## src/rtl/branch_update_queue_if.sv

```systemverilog
// Branch update queue bundle: resolved-instruction input,
// predictor update output, redirect strobe and occupancy.
interface branch_update_queue_if #(
   parameter int GHR_WIDTH = 10,
   parameter int DEPTH     = 4
);
   localparam int CW = $clog2(DEPTH) + 1;

   logic                 flush;
   logic                 res_valid;
   logic                 res_ready;
   logic                 res_is_branch;
   logic                 res_is_jump;
   logic                 res_actual_taken;
   logic [GHR_WIDTH-1:0] res_pht_index;
   logic [31:0]          res_pc;
   logic [31:0]          res_pred_next;
   logic [31:0]          res_actual_target;

   logic                 is_branch_out;
   logic                 is_jump_out;
   logic                 is_taken_out;
   logic                 is_miss_out;
   logic [GHR_WIDTH-1:0] last_pht_index_out;
   logic [31:0]          inst_pc_out;
   logic [31:0]          target_out;
   logic                 redirect_valid;
   logic [31:0]          redirect_pc;
   logic [CW-1:0]        count;

   modport master (
      output flush, res_valid, res_is_branch, res_is_jump,
      output res_actual_taken, res_pht_index, res_pc,
      output res_pred_next, res_actual_target,
      input  res_ready, is_branch_out, is_jump_out,
      input  is_taken_out, is_miss_out, last_pht_index_out,
      input  inst_pc_out, target_out, redirect_valid,
      input  redirect_pc, count
   );

   modport slave (
      input  flush, res_valid, res_is_branch, res_is_jump,
      input  res_actual_taken, res_pht_index, res_pc,
      input  res_pred_next, res_actual_target,
      output res_ready, is_branch_out, is_jump_out,
      output is_taken_out, is_miss_out, last_pht_index_out,
      output inst_pc_out, target_out, redirect_valid,
      output redirect_pc, count
   );
endinterface

```

## src/rtl/branch_update_queue.sv

```systemverilog
// Resolves branches, queues them for predictor update and
// raises a one-cycle redirect on mispredict.
module branch_update_queue #(
   parameter int GHR_WIDTH = 10,
   parameter int DEPTH     = 4
) (
   input logic               clk,
   input logic               rst,
   branch_update_queue_if.slave bq
);
   localparam int AW = $clog2(DEPTH);
   localparam int CW = $clog2(DEPTH) + 1;

   typedef struct packed {
      logic                 br;
      logic                 jp;
      logic                 tk;
      logic                 miss;
      logic [GHR_WIDTH-1:0] pht;
      logic [31:0]          pc;
      logic [31:0]          tgt;
   } ent_t;

   ent_t          mem_q [DEPTH];
   logic [AW-1:0] head_q, head_d;
   logic [AW-1:0] tail_q, tail_d;
   logic [CW-1:0] count_q, count_d;
   ent_t          upd_q, upd_d;
   logic          rv_q, rv_d;
   logic [31:0]   rpc_q, rpc_d;

   logic          taken, miss, accept, push, pop;
   logic [31:0]   act_next;
   ent_t          in_e;

   assign taken = bq.res_is_jump |
                  (bq.res_is_branch & bq.res_actual_taken);
   assign act_next = taken ? bq.res_actual_target
                           : bq.res_pc + 32'd8;
   assign miss = (act_next != bq.res_pred_next);

   assign bq.res_ready = (count_q != CW'(DEPTH));
   assign accept = bq.res_valid & bq.res_ready & ~bq.flush;
   assign push = accept & (bq.res_is_branch | bq.res_is_jump);
   assign pop = (count_q != '0) & ~bq.flush;

   assign in_e = '{br:   bq.res_is_branch,
                   jp:   bq.res_is_jump,
                   tk:   taken,
                   miss: miss,
                   pht:  bq.res_pht_index,
                   pc:   bq.res_pc,
                   tgt:  bq.res_actual_target};

   // Next-state: flush clears queue and outputs, keeps redirect_pc.
   always_comb begin
      head_d  = head_q;
      tail_d  = tail_q;
      count_d = count_q;
      upd_d   = '0;
      rv_d    = 1'b0;
      rpc_d   = rpc_q;
      if (bq.flush) begin
         head_d  = '0;
         tail_d  = '0;
         count_d = '0;
      end else begin
         if (push) tail_d = tail_q + AW'(1);
         if (pop) begin
            head_d = head_q + AW'(1);
            upd_d  = mem_q[head_q];
         end
         count_d = count_q + CW'(push) - CW'(pop);
         if (accept && miss) begin
            rv_d  = 1'b1;
            rpc_d = act_next;
         end
      end
   end

   // Control state and registered outputs.
   always_ff @(posedge clk or negedge rst) begin
      if (!rst) begin
         head_q  <= '0;
         tail_q  <= '0;
         count_q <= '0;
         upd_q   <= '0;
         rv_q    <= 1'b0;
         rpc_q   <= '0;
      end else begin
         head_q  <= head_d;
         tail_q  <= tail_d;
         count_q <= count_d;
         upd_q   <= upd_d;
         rv_q    <= rv_d;
         rpc_q   <= rpc_d;
      end
   end

   // Entry storage; contents are only meaningful below count.
   always_ff @(posedge clk) begin
      if (push) mem_q[tail_q] <= in_e;
   end

   assign bq.is_branch_out      = upd_q.br;
   assign bq.is_jump_out        = upd_q.jp;
   assign bq.is_taken_out       = upd_q.tk;
   assign bq.is_miss_out        = upd_q.miss;
   assign bq.last_pht_index_out = upd_q.pht;
   assign bq.inst_pc_out        = upd_q.pc;
   assign bq.target_out         = upd_q.tgt;
   assign bq.redirect_valid     = rv_q;
   assign bq.redirect_pc        = rpc_q;
   assign bq.count              = count_q;
endmodule

```

## src/flat_wrapper.sv

```systemverilog
// flat-port wrapper written by rule: the top's interface ports become plain ports
module branch_update_queue_flat 
#(
   parameter int GHR_WIDTH = 10,
   parameter int DEPTH     = 4
)
  (clk, rst, bq_flush, bq_res_valid, bq_res_is_branch, bq_res_is_jump, bq_res_actual_taken, bq_res_pht_index, bq_res_pc, bq_res_pred_next, bq_res_actual_target, bq_res_ready, bq_is_branch_out, bq_is_jump_out, bq_is_taken_out, bq_is_miss_out, bq_last_pht_index_out, bq_inst_pc_out, bq_target_out, bq_redirect_valid, bq_redirect_pc, bq_count);
  branch_update_queue_if #(.GHR_WIDTH(GHR_WIDTH), .DEPTH(DEPTH)) bq_i ();
  input logic clk;
  input logic rst;
  input wire logic [$bits(bq_i.flush)-1:0] bq_flush;
  input wire logic [$bits(bq_i.res_valid)-1:0] bq_res_valid;
  input wire logic [$bits(bq_i.res_is_branch)-1:0] bq_res_is_branch;
  input wire logic [$bits(bq_i.res_is_jump)-1:0] bq_res_is_jump;
  input wire logic [$bits(bq_i.res_actual_taken)-1:0] bq_res_actual_taken;
  input wire logic [$bits(bq_i.res_pht_index)-1:0] bq_res_pht_index;
  input wire logic [$bits(bq_i.res_pc)-1:0] bq_res_pc;
  input wire logic [$bits(bq_i.res_pred_next)-1:0] bq_res_pred_next;
  input wire logic [$bits(bq_i.res_actual_target)-1:0] bq_res_actual_target;
  output wire logic [$bits(bq_i.res_ready)-1:0] bq_res_ready;
  output wire logic [$bits(bq_i.is_branch_out)-1:0] bq_is_branch_out;
  output wire logic [$bits(bq_i.is_jump_out)-1:0] bq_is_jump_out;
  output wire logic [$bits(bq_i.is_taken_out)-1:0] bq_is_taken_out;
  output wire logic [$bits(bq_i.is_miss_out)-1:0] bq_is_miss_out;
  output wire logic [$bits(bq_i.last_pht_index_out)-1:0] bq_last_pht_index_out;
  output wire logic [$bits(bq_i.inst_pc_out)-1:0] bq_inst_pc_out;
  output wire logic [$bits(bq_i.target_out)-1:0] bq_target_out;
  output wire logic [$bits(bq_i.redirect_valid)-1:0] bq_redirect_valid;
  output wire logic [$bits(bq_i.redirect_pc)-1:0] bq_redirect_pc;
  output wire logic [$bits(bq_i.count)-1:0] bq_count;
  assign bq_i.flush = bq_flush;
  assign bq_i.res_valid = bq_res_valid;
  assign bq_i.res_is_branch = bq_res_is_branch;
  assign bq_i.res_is_jump = bq_res_is_jump;
  assign bq_i.res_actual_taken = bq_res_actual_taken;
  assign bq_i.res_pht_index = bq_res_pht_index;
  assign bq_i.res_pc = bq_res_pc;
  assign bq_i.res_pred_next = bq_res_pred_next;
  assign bq_i.res_actual_target = bq_res_actual_target;
  assign bq_res_ready = bq_i.res_ready;
  assign bq_is_branch_out = bq_i.is_branch_out;
  assign bq_is_jump_out = bq_i.is_jump_out;
  assign bq_is_taken_out = bq_i.is_taken_out;
  assign bq_is_miss_out = bq_i.is_miss_out;
  assign bq_last_pht_index_out = bq_i.last_pht_index_out;
  assign bq_inst_pc_out = bq_i.inst_pc_out;
  assign bq_target_out = bq_i.target_out;
  assign bq_redirect_valid = bq_i.redirect_valid;
  assign bq_redirect_pc = bq_i.redirect_pc;
  assign bq_count = bq_i.count;
  branch_update_queue #(.GHR_WIDTH(GHR_WIDTH), .DEPTH(DEPTH)) u_core (.clk(clk), .rst(rst), .bq(bq_i));
endmodule
```

## config.mk

```make
export PLATFORM = sky130hd
export DESIGN_NAME = branch_update_queue_flat
export DESIGN_NICKNAME = d
export VERILOG_FILES = /design/src/rtl/branch_update_queue_if.sv /design/src/rtl/branch_update_queue.sv /design/src/flat_wrapper.sv
export SDC_FILE = /design/constraint.sdc
export NUM_CORES = 1
export LEC_CHECK = 0
export CORE_UTILIZATION = 40
export CTS_CLUSTER_SIZE = 14
export DETAILED_ROUTE_END_ITERATION = 16
export GPL_ROUTABILITY_DRIVEN = 1
export SYNTH_ARGS = -nofsm -noshare
export SYNTH_HDL_FRONTEND = slang
export SYNTH_SLANG_ARGS = --single-unit
```

## constraint.sdc

```tcl
create_clock -name clk -period 3.6 [get_ports clk]
set_clock_uncertainty 0.2 [all_clocks]
set_input_delay 0.54 -clock clk [delete_from_list [all_inputs] [get_ports clk]]
set_output_delay 0.54 -clock clk [all_outputs]
set_load 0.1 [all_outputs]
```

==> results.rst <==
.. list-table::
   :header-rows: 1

   * - Metric
     - Value
   * - Highest clock frequency the design can meet
     - 282 MHz
   * - CP Class
     - in2reg
   * - Worst Hold Slack
     - 143 ps
   * - Total global routing overflow
     - 0
   * - Proportion of power drawn by the clock network
     - 25.9%
   * - Maximum buffer depth of the clock tree
     - 3
   * - Depth of the most critical reg-to-reg path
     - 6
   * - Core region area
     - 0.0434 sq mm
   * - CTS tree
     - done
   * - Flip-flop and latch count after synthesis
     - 430
   * - Required time at the worst-slack endpoint
     - 3860 ps
   * - Final Max Tran Viols
     - 0
   * - Slack of the worst reg-to-reg path
     - 1120 ps
   * - Wire length of the first global-routing pass
     - 73700 um
   * - Number of input and output port buffers inserted
     - 227
   * - Shortest clock period the worst path allows after layout
     - 3540 ps
   * - Root buffer selected by CTS
     - sky130_fd_sc_hd__clkbuf_16
   * - Diode count
     - 0
   * - Number of search-and-repair iterations in the first detailed-routing pass
     - 5
   * - GPL Wtd Cong
     - 0.924
   * - H-tree levels
     - 2
   * - Fraction of layout cells with a size suffix above 1
     - 32.7%
   * - Via count of the first global-routing pass
     - 11000
   * - Number of nets with antenna violations after routing
     - 0
   * - Total global-route track usage
     - 23.1%
   * - Type of element capturing the critical path
     - flip-flop
   * - Mapped cell area
     - 0.0177 sq mm
   * - Average vias per placed instance
     - 5.13
   * - Area growth from synthesis to layout
     - 35.2%
   * - Number of clock sinks seen by CTS
     - 430
   * - Die W
     - 213 um
   * - IR drop worst, VDD
     - 579 uV
   * - Final setup violation count
     - 0
   * - Portion of total power attributed to sequential cells
     - 35.4%
   * - Number of max-cap violations
     - 0
   * - Power per cell area
     - 752 mW/mm^2
   * - Initial Utilization
     - 40.9%
   * - Hold endpoint
     - u_core.mem_q[2][38]$_DFFE_PP_
   * - Wire length per cell after detailed routing
     - 24.4 um
   * - Number of antenna violations at the first check in global routing
     - 1
   * - Total number of vias
     - 10800
   * - Final instance count without filler cells
     - 2107
   * - Worst Max-Slew Pin Slew
     - 982 ps
   * - Pint
     - 10.8 mW
   * - Share of synthesized registers carrying an async set or reset
     - 27.4%
   * - Hold Path Class
     - in2reg
   * - Crit-path max FO
     - 10
   * - Net count of the mapped netlist
     - 1167
   * - Row cnt
     - 76
   * - Final count of hold timing violations
     - 0
   * - Skew-Pair Late Insertion Delay
     - 570 ps
   * - Detailed-placement wirelength estimate
     - 37100 um
   * - Logic pwr share
     - 38.7%
   * - Ordered list of cells on the worst path
     - clkdlybuf4s50_1 -> buf_4 -> nand4_1 -> o211ai_1 -> o2111ai_1 -> a211oi_1 -> nand4_1 -> nor4_1 -> buf_4 -> o2111ai_4 -> nand2_4 -> buf_12 -> buf_12 -> mux2_4
   * - Category of the worst setup path launch point
     - input pin
   * - Height of the chip
     - 213 um
   * - Leakage power
     - 9.13 nW
   * - DR iter-0 viols
     - 790
   * - Slowest cell on crit path
     - sky130_fd_sc_hd__clkdlybuf4s50_1
   * - Number of buffer and inverter stages on the critical path
     - 5
   * - Switching power
     - 7.18 mW
   * - Clk slew on worst S/H paths
     - 60 ps
   * - Main flop type after synthesis
     - sky130_fd_sc_hd__edfxtp_1
   * - Terminus of the critical flop-to-flop path
     - u_core.mem_q[3][19]$_DFFE_PP_
   * - Final worst path period share
     - 98.4%
   * - DRC Markers
     - 0
   * - Count of flip-flops with a built-in enable after synthesis
     - 312
   * - Launch point of the worst path
     - bq_res_pc[17]
   * - Die area
     - 0.0452 sq mm
   * - Worst slew margin
     - 34.3%
   * - Net Sw Frac
     - 39.8%
   * - Reg2reg start
     - u_core.bq.count[1]$_DFF_PN0_
   * - Ys Warns
     - 0
   * - Cts bufs inserted
     - 46
   * - Outcome
     - finished clean
   * - Mapped Cells
     - 1046
   * - Arr. time, crit path
     - 3800 ps
   * - CP delay by family, top
     - buffers and inverters
   * - Num ports
     - 228
   * - Placed cells
     - 2008
   * - Total wire length
     - 51400 um
   * - Portion of the post-synthesis area used by sequential elements
     - 69.5%
   * - Nets
     - 1606
   * - Source of the worst hold timing path
     - bq_res_pc[6]
   * - Library cells used by synthesis
     - 73
   * - Biggest cell delay along the critical path
     - 550 ps
   * - Mapped Avg Cell Area
     - 16.9 sq um
   * - Hold Crit Depth
     - 1
   * - Largest net degree at the start of global routing
     - 79
==> synthesized netlist by cell type, types with 4 or more instances <==
library cell / n / area [sq um]
sky130_fd_sc_hd__edfxtp_1: 312 / 9370
sky130_fd_sc_hd__dfrtp_1: 118 / 2950
sky130_fd_sc_hd__and2_1: 84 / 526
sky130_fd_sc_hd__mux4_2: 78 / 1760
sky130_fd_sc_hd__nand2_1: 42 / 158
sky130_fd_sc_hd__xnor2_1: 38 / 333
sky130_fd_sc_hd__clkbuf_1: 32 / 120
sky130_fd_sc_hd__inv_1: 32 / 120
sky130_fd_sc_hd__nor2_1: 30 / 113
sky130_fd_sc_hd__mux2_4: 27 / 405
sky130_fd_sc_hd__o21ai_0: 26 / 130
sky130_fd_sc_hd__nand4_1: 18 / 113
sky130_fd_sc_hd__xor2_1: 17 / 149
sky130_fd_sc_hd__nand3_1: 14 / 70.1
sky130_fd_sc_hd__a21oi_1: 11 / 55.1
sky130_fd_sc_hd__nor3_1: 11 / 55.1
sky130_fd_sc_hd__nor4_1: 11 / 68.8
sky130_fd_sc_hd__buf_2: 10 / 50.1
sky130_fd_sc_hd__buf_1: 8 / 30.0
sky130_fd_sc_hd__mux2i_1: 8 / 80.1
sky130_fd_sc_hd__nand2b_1: 8 / 50.1
sky130_fd_sc_hd__ha_1: 7 / 87.6
sky130_fd_sc_hd__nor2b_1: 7 / 43.8
sky130_fd_sc_hd__o22ai_1: 6 / 37.5
sky130_fd_sc_hd__a221oi_1: 5 / 43.8
sky130_fd_sc_hd__and3_1: 5 / 31.3
sky130_fd_sc_hd__a211oi_1: 4 / 30.0
sky130_fd_sc_hd__a31oi_1: 4 / 25.0
sky130_fd_sc_hd__mux2_2: 4 / 45.0
sky130_fd_sc_hd__o2111ai_1: 4 / 35.0
sky130_fd_sc_hd__or3_1: 4 / 25.0
==> power by group through the flow <==
stage / registers [mW] / logic, mW / clock network [mW]
floorplan: 9.64 / 1.81 / 0
global placement: 6.50 / 6.95 / 0
detailed placement: 6.49 / 6.97 / 0
CTS: 6.40 / 7.01 / 4.77
global route: 6.46 / 7.21 / 4.96
finish: 6.39 / 6.97 / 4.67
==> flip-flops by register name, summed over array words and instances, names as in the netlist <==
signal / count
u_core.bq.count: 3
u_core.bq.redirect_pc: 32
u_core.tail_q: 2
u_core.bq.is_jump_out: 1
u_core.bq.last_pht_index_out: 10
u_core.bq.redirect_valid: 1
u_core.head_q: 2
u_core.mem_q: 312
u_core.bq.inst_pc_out: 32
u_core.bq.is_miss_out: 1
u_core.bq.target_out: 32
u_core.bq.is_taken_out: 1
u_core.bq.is_branch_out: 1
==> per-layer routing <==
metal	vias to the layer above	global-route usage [%]	wire (um)
met5	-	0	10
met4	2	6.18	1160
met3	70	4.27	2990
met2	340	37.0	24800
met1	5486	32.4	22500
li1	4905	-	-
==> area by class of cell <==
class	count	area, sq um
sequential	430	12300
timing repair buffer	444	4020
multi-input combinational	531	5250
clock inverter	22	220
tap	585	732
inverter	32	120
fill	3579	19400
clock buffer	63	1290
==> through the flow <==
step / power (mW) / utilization [%] / worst slack, ps / instance area, sq um / TNS (ps)
global route: 18.6 / 55.3 / -14.1 / 24000 / -77.8
floorplan: 11.4 / - / 35.2 / 17800 / 0
CTS: 18.2 / 54.7 / 15.1 / 23700 / 0
global placement: 13.4 / 50.9 / -1000 / 22100 / -34050
detailed placement: 13.5 / 50.9 / -1070 / 22100 / -35960
finish: 18.0 / 55.3 / 56.9 / 24000 / 0
==> cells in the final DEF, fill, tap and decap left out, types with 17 or more instances in the layout <==
cell type / n
sky130_fd_sc_hd__and2_1: 80
sky130_fd_sc_hd__buf_4: 254
sky130_fd_sc_hd__clkbuf_16: 48
sky130_fd_sc_hd__clkdlybuf4s50_1: 148
sky130_fd_sc_hd__dfrtp_1: 116
sky130_fd_sc_hd__edfxtp_1: 312
sky130_fd_sc_hd__inv_1: 31
sky130_fd_sc_hd__mux2_4: 27
sky130_fd_sc_hd__mux4_2: 78
sky130_fd_sc_hd__nand2_1: 42
sky130_fd_sc_hd__nand4_1: 18
sky130_fd_sc_hd__nor2_1: 28
sky130_fd_sc_hd__o21ai_0: 25
sky130_fd_sc_hd__xnor2_1: 36
sky130_fd_sc_hd__xor2_1: 17
==> cells by family (layout without fill, tap and decap cells) <==
| logic type | after synthesis | in the layout | synth area share, % |
|---|---|---|---|
| adder cells (fa/ha/maj) | 8 | 8 | 0.607 |
| AND/OR/NAND/NOR | 255 | 255 | 8.17 |
| flip-flops | 430 | 430 | 69.5 |
| multiplexers | 117 | 117 | 12.9 |
| AO/OA/AOI/OAI | 95 | 95 | 3.80 |
| XOR/XNOR | 56 | 56 | 2.84 |
| buffers and inverters | 85 | 561 | 2.15 |
==> timing repair <==
item | in CTS | in global routing
gates cloned | 1 | 1
hold endpoints to repair | 41 | 0
setup buffers | 3 | 9
hold buffers | 1 | 0
resized for setup | 20 | 40
pin swaps | 6 | 12
endpoints found under the setup margin | 33 | 32
==> how the worst max path moves through the flow <==
stage                                             to  slack [ps]  depth (start not counted)
3_5_place_dp    u_core.bq.redirect_pc[2]$_DFFE_PN0P_       -1070                         13
4_1_cts        u_core.bq.redirect_pc[31]$_DFFE_PN0P_          20                         13
3_3_place_gp    u_core.bq.redirect_pc[2]$_DFFE_PN0P_       -1000                         13
2_1_floorplan           u_core.mem_q[0][0]$_DFFE_PP_          40                          6
6_report        u_core.bq.redirect_pc[4]$_DFFE_PN0P_          60                         14
5_1_grt        u_core.bq.redirect_pc[12]$_DFFE_PN0P_         -10                         16
Note: power is estimated with default switching activity, not from simulation.
